===== config.mk =====
export PLATFORM = sky130hd
export DESIGN_NAME = counter_seq_ctrl
export DESIGN_NICKNAME = d
export VERILOG_FILES = /design/src/rtl/counter_seq_ctrl.sv
export SDC_FILE = /design/constraint.sdc
export NUM_CORES = 1
export LEC_CHECK = 0
export ABC_AREA = 1
export BUFFER_PORTS_ARGS = -buffer_cell sky130_fd_sc_hd__buf_2
export CORE_AREA = 2 2 41 43
export DETAILED_ROUTE_END_ITERATION = 8
export DIE_AREA = 0 0 43 45
export GPL_TIMING_DRIVEN = 0
export PLACE_DENSITY = 0.66
export RECOVER_POWER = 50
export SKIP_CTS_REPAIR_TIMING = 1
export SYNTH_ARGS = -nofsm -noshare
export SYNTH_HDL_FRONTEND = slang
export SYNTH_SLANG_ARGS = --single-unit

===== constraint.sdc =====
create_clock -name clk -period 1.79 [get_ports clk]
set_input_delay 0.358 -clock clk [delete_from_list [all_inputs] [get_ports clk]]
set_output_delay 0.358 -clock clk [all_outputs]
set_load 0.01 [all_outputs]

===== src/rtl/counter_seq_ctrl.sv =====
// Start/stop sequencer for a WIDTH-bit counter with latched terminal count, one-shot or
// auto-reload modes and a registered done pulse. Optional tick prescaler: COUNTER_PRESCALE_EN.
module counter_seq_ctrl #(
    parameter int WIDTH = 4
`ifdef COUNTER_PRESCALE_EN
    ,
    parameter int PRE_W = 4
`endif
) (
    input  logic             clk,
    input  logic             rst_n,
    input  logic             start,
    input  logic             stop,
    input  logic             mode_auto,
    input  logic [WIDTH-1:0] period,
`ifdef COUNTER_PRESCALE_EN
    input  logic [PRE_W-1:0] prescale,
`endif
    output logic [WIDTH-1:0] q,
    output logic             busy,
    output logic             done,
    output logic [1:0]       state
);

    typedef enum logic [1:0] {
        S_IDLE = 2'b00,
        S_RUN  = 2'b01
    } state_t;

    state_t           r_state;
    state_t           w_state_nxt;
    logic [WIDTH-1:0] r_q;
    logic [WIDTH-1:0] w_q_nxt;
    logic             r_done;
    logic             w_done_nxt;
    logic [WIDTH-1:0] r_period;
    logic             r_mode;
    logic             w_load;
    logic             w_tick;

`ifdef COUNTER_PRESCALE_EN
    logic [PRE_W-1:0] r_pre;
    logic [PRE_W-1:0] r_div;

    assign w_tick = (r_pre == r_div);

    // Prescaler restarts whenever a tick fires, a run is loaded, or the FSM heads to IDLE.
    always_ff @(posedge clk or negedge rst_n) begin
        if (!rst_n) begin
            r_pre <= '0;
            r_div <= '0;
        end else begin
            if (w_load)
                r_div <= prescale;
            if (w_load || w_tick || (w_state_nxt != S_RUN))
                r_pre <= '0;
            else
                r_pre <= r_pre + PRE_W'(1);
        end
    end
`else
    assign w_tick = 1'b1;
`endif

    always_ff @(posedge clk or negedge rst_n) begin
        if (!rst_n) begin
            r_state  <= S_IDLE;
            r_q      <= '0;
            r_done   <= 1'b0;
            r_period <= '0;
            r_mode   <= 1'b0;
        end else begin
            r_state <= w_state_nxt;
            r_q     <= w_q_nxt;
            r_done  <= w_done_nxt;
            if (w_load) begin
                r_period <= period;
                r_mode   <= mode_auto;
            end
        end
    end

    always_comb begin
        w_state_nxt = r_state;
        w_q_nxt     = r_q;
        w_done_nxt  = 1'b0;
        w_load      = 1'b0;
        case (r_state)
            S_IDLE: begin
                if (start && !stop && (period != '0)) begin
                    w_load      = 1'b1;
                    w_q_nxt     = '0;
                    w_state_nxt = S_RUN;
                end
            end
            S_RUN: begin
                // stop outranks a coincident terminal tick, so no done in that case
                if (stop) begin
                    w_state_nxt = S_IDLE;
                end else if (w_tick) begin
                    if (r_q == r_period) begin
                        w_done_nxt = 1'b1;
                        if (r_mode)
                            w_q_nxt = '0;
                        else
                            w_state_nxt = S_IDLE;
                    end else begin
                        w_q_nxt = r_q + WIDTH'(1);
                    end
                end
            end
            default: begin
                w_state_nxt = S_IDLE;
            end
        endcase
    end

    assign q     = r_q;
    assign busy  = (r_state == S_RUN);
    assign done  = r_done;
    assign state = r_state;

endmodule


Yosys cells after proc, flatten, opt, wreduce, memory -nomap -nowiden
Cells that the tools add are included.
W data, S select, Z words.

operators by class
  add/subtract/negate cells = 1
  muxes and demuxes = 15
  reduce and logical (&&, ||, !) cells = 8
  equality and inequality tests = 7

operators with widths
  operator               count
  $mux W4                4
  $mux W2                4
  $pmux W4 S2            1
  $ne A3 B3 Y1 const B   2
  $mux W1                5
  $add A4 B1 Y4 const B  1
  $eq A4 B4 Y1           1
  $ne A2 B2 Y1 const B   2
  $pmux W2 S2            1
  $reduce_and A4 Y1      1
  $reduce_bool A4 Y1     1
  $ne A3 B2 Y1 const B   1
  $reduce_and A3 Y1      1
  $eq A2 B1 Y1 const B   1
  $logic_and A1 B1 Y1    2
  $logic_not A2 Y1       1
  $reduce_bool A2 Y1     1
  $logic_not A1 Y1       1

word-level totals
  input bits = 9
  logic and storage cells = 36
  bits in registers = 12

Longest topological paths before layout
  word-level depth = 5
  depth in mapped cells = 8
  gate-level depth less buffers = 8

Least setup slack after synthesis
Ideal clock, no wire load.

  kind = flip-flop to flip-flop
  from = register r_state[0] (netlist: state[0])
  to = register r_q[3] (netlist: q[3])
  stages on the path, launching flop included = 9
  path slack = 617 ps
  data required time = 1672 ps
  data arrival time = 1055 ps
  setup time = 118 ps
  cells stage by stage = dfrtp_1 inv_2 nand2_1 nor2_2 nand2_2 nand2_2 nand2_2 nand2_1 nand2_1

on the way
  cells in the longest elaborated chain, start to end = 3

ends and longest elaborated chain
  what                                                   line  text
  from (decl)                                            30    state_t r_state;
  from (signal assigned)                                 73    r_state <= w_state_nxt;
  $eq A2 B1 Y1 or $logic_not A2 Y1 (tied branches)       88    case (r_state)
  $ne A3 B3 Y1 (no source line) (tied with other cells)  n/a
  $reduce_and A4 Y1 (no source line)                     n/a
  to (signal assigned)                                   74    r_q <= w_q_nxt;
  to (decl)                                              32    logic [WIDTH-1:0] r_q;

Several ways; a longest one is shown, not always the timed one.
A chain may end at the register's enable or synchronous reset.

Worst setup path in the final report
  from = register r_state[0] (netlist: state[0])
  to = register r_q[2] (netlist: q[2])

Same word-level chain as after synthesis.

==> run summary <==
Status: completed
Clk_skew: 2.43 ps
H-tree lvl count: 1
Pre-Repair DR Iteration Count: 4
Yosys warns: 0
Net Count, Synth: 96
Largest cells by area after synthesis: dfrtp_1 44%, nand2_1 21%, inv_1 7.8%, nand2_2 4.0%, nand4_1 3.0%
Die ar.: 1940 µm²
Min-Delay Path Class: primary input to flip-flop
Final setup violation count: 0
Starting Density: 42.3%
IO Count: 17
Synth Register Bits: 11
Worst skew pair latency: 260 ps
CTS sink cnt: 11
Static Leak: 0.449 nW
Via count: 554
Area leader, netlist: dfrtp_1
Place WS: 518 ps
Most numerous cell in the Yosys netlist: nand2_1
Synth top cells by count: 35 x nand2_1, 13 x inv_1, 11 x dfrtp_1, 4 x nand2_2, 4 x nor2_1
Final setup TNS: 0 ps
Clk pin slew, worst setup/hold paths: 70 ps
Global-route wire length before repair: 1.94 mm
Residual antenna-violating net count after detailed routing: 0
Synthesized area per cell: 7.23 µm²
Pins Over Slew Limit: 0
Vias in the first global route: 448
Delay-heaviest family, CP: simple AND/OR/NAND/NOR gates
Critical Path Max Stage Delay: 420 ps
Mapped cell area: 622 µm²
Power per cell area: 1060 nW/µm²
Syn Inst Count: 86
DR WL/cell: 9.71 µm
Ys async rst share: 100%
Fraction of layout cells with a size suffix above 1: 23.6%
Worst slew pin tran: 600 ps
Slowest cell on crit path: dfrtp_1
Worst VDD drop: 0.566 mV
Max-cap violation count: 0
Max_slew headroom: 60.0%
Pin count of the biggest net entering global routing: 12
Minimum clock period: 1410 ps
Worst Setup Start Kind: flip-flop
Core area: 1470 µm²
Routed vias/inst: 4.54
R2r startpoint: state[0]
Iteration-0 DRC Markers: 3
Worst endpoint required time: 1950 ps
Setup CP Type: flip-flop to flip-flop
Storage element area: 275 µm²
Period utilization: 78.9%
Num CTS Buffers: 3
RSZ-0062 raised after global routing: no
Total gr overflow: 0
CP startpoint: state[0]
Die H: 45 µm
Area growth, synth to finish: 19.9%
Total Nets Final: 117
Tot GR Track Use: 13.9%
Worst path bufs/invs: 1
CP max FO: 8
Die W: 43 µm
Worst Setup End Kind: flip-flop
Hpwl dp: 901 µm
IO buf count: 15
Seq/Total Area, Yosys: 44.3%
Ant diodes: 0
WHS: 307 ps
Multi-input gate area: 274 µm²
Antenna violations before repair: 0
Crit-path cells: inv_2 -> nand2_1 -> nor2_1 -> nand2_1 -> nand2_2 -> nand2_2 -> nand2_1 -> nand2_1
Top cell type's share of synthesized area: 44.3%
Routability Congestion: 0.734
Bufs on Longest Clock Path: 2
Hold Violations, Final: 0
Distinct cells, synth: 17
DRC viols: 0
Final worst setup slack: 377 ps
Row count: 14
Post-layout util: 50.7%
Root Buffer: clkbuf_4
Fillers: 161
Synth Flop Type: dfrtp_1
TritonCTS clock tree: built
Min-delay src: period[0]
CP most frequent cell: nand2_1
Post-synth EDFFs: 0
Fmax: 708 MHz
Crit path DAT: 1570 ps
DRT Wirelength: 1.19 mm
==> area by class of cell <==
class / instances / share of cell area [%]
buffer: 2 / 2.01
tap: 16 / 2.68
sequential: 11 / 36.9
inverter: 14 / 7.05
timing repair buffer: 16 / 11.1
multi-input combinational: 59 / 36.7
clock buffer: 4 / 3.52
==> flip-flops by register name, indices dropped and copies added (netlist names) <==
| register | count |
|---|---|
| r_period | 4 |
| done | 1 |
| state | 1 |
| q | 4 |
| r_mode | 1 |
==> metrics by stage <==
stage | cell area (µm²) | std cells | total power [mW]
finish | 746 | 122 | 0.793
global route | 746 | 122 | 0.857
CTS | 743 | 121 | 0.804
detailed placement | 717 | 117 | 0.633
global placement | 717 | 117 | 0.623
floorplan | 622 | 86 | 0.548
==> worst min-delay path: cells and delay by family <==
family	cells	cell delay [ps]
buffers and inverters	1	90
and+or+nand+nor	2	90
==> cells in the final DEF, fill, tap and decap left out <==
cell           netlist  routed
nand2_1             35      36
inv_1               13      13
buf_2                0      13
dfrtp_1             11      11
nor2_1               4       5
nand2_2              4       3
nand3_1              3       3
nand4_1              3       3
clkbuf_4             0       3
clkbuf_1             0       3
o21ai_0              2       2
buf_4                2       2
inv_2                1       1
nor2_4               1       1
nor2_2               2       1
nand3_2              1       1
a21oi_1              1       1
xor2_1               1       1
ha_1                 1       1
conb_1               1       1
dlygate4sd3_1        0       1
==> path summary, 6_finish.rpt <==
check                               to  slack [ps]  depth (start not counted)
min reg2reg                     r_mode         480                          2
max reg2reg                       q[2]         380                          8
min in group asynchronous  r_period[3]         610                          2
max                               q[2]         380                          8
max in group asynchronous         q[0]         790                          2
min                        r_period[0]         310                          3
==> per-layer routing <==
metal  vias up  GRT usage [%]  wire (µm)
li1        295              -          -
met1       238           17.0        548
met2        19           21.8        537
met3         2           6.00         83
met4         0           5.45         16
met5         -              0          0
==> logic make-up (layout without fill, tap and decap cells) <==
logic type / Yosys count / after routing / share of synthesized area [%]
other cells: 1 / 1 / 0.603
fa+ha+maj: 1 / 1 / 2.01
compound gates: 3 / 3 / 2.41
xor+xnor: 1 / 1 / 1.41
simple gates: 53 / 53 / 38.4
buf+inv: 16 / 36 / 10.9
flops: 11 / 11 / 44.3
==> power by group <==
group	leakage (nW)	total, mW	internal [mW]	switching (mW)
Sequential	0.143	0.365	0.300	0.0644
Combinational	0.291	0.261	0.105	0.156
Clock	0.0150	0.167	0.0862	0.0809
No activity file was read; power rests on OpenSTA's default activity.
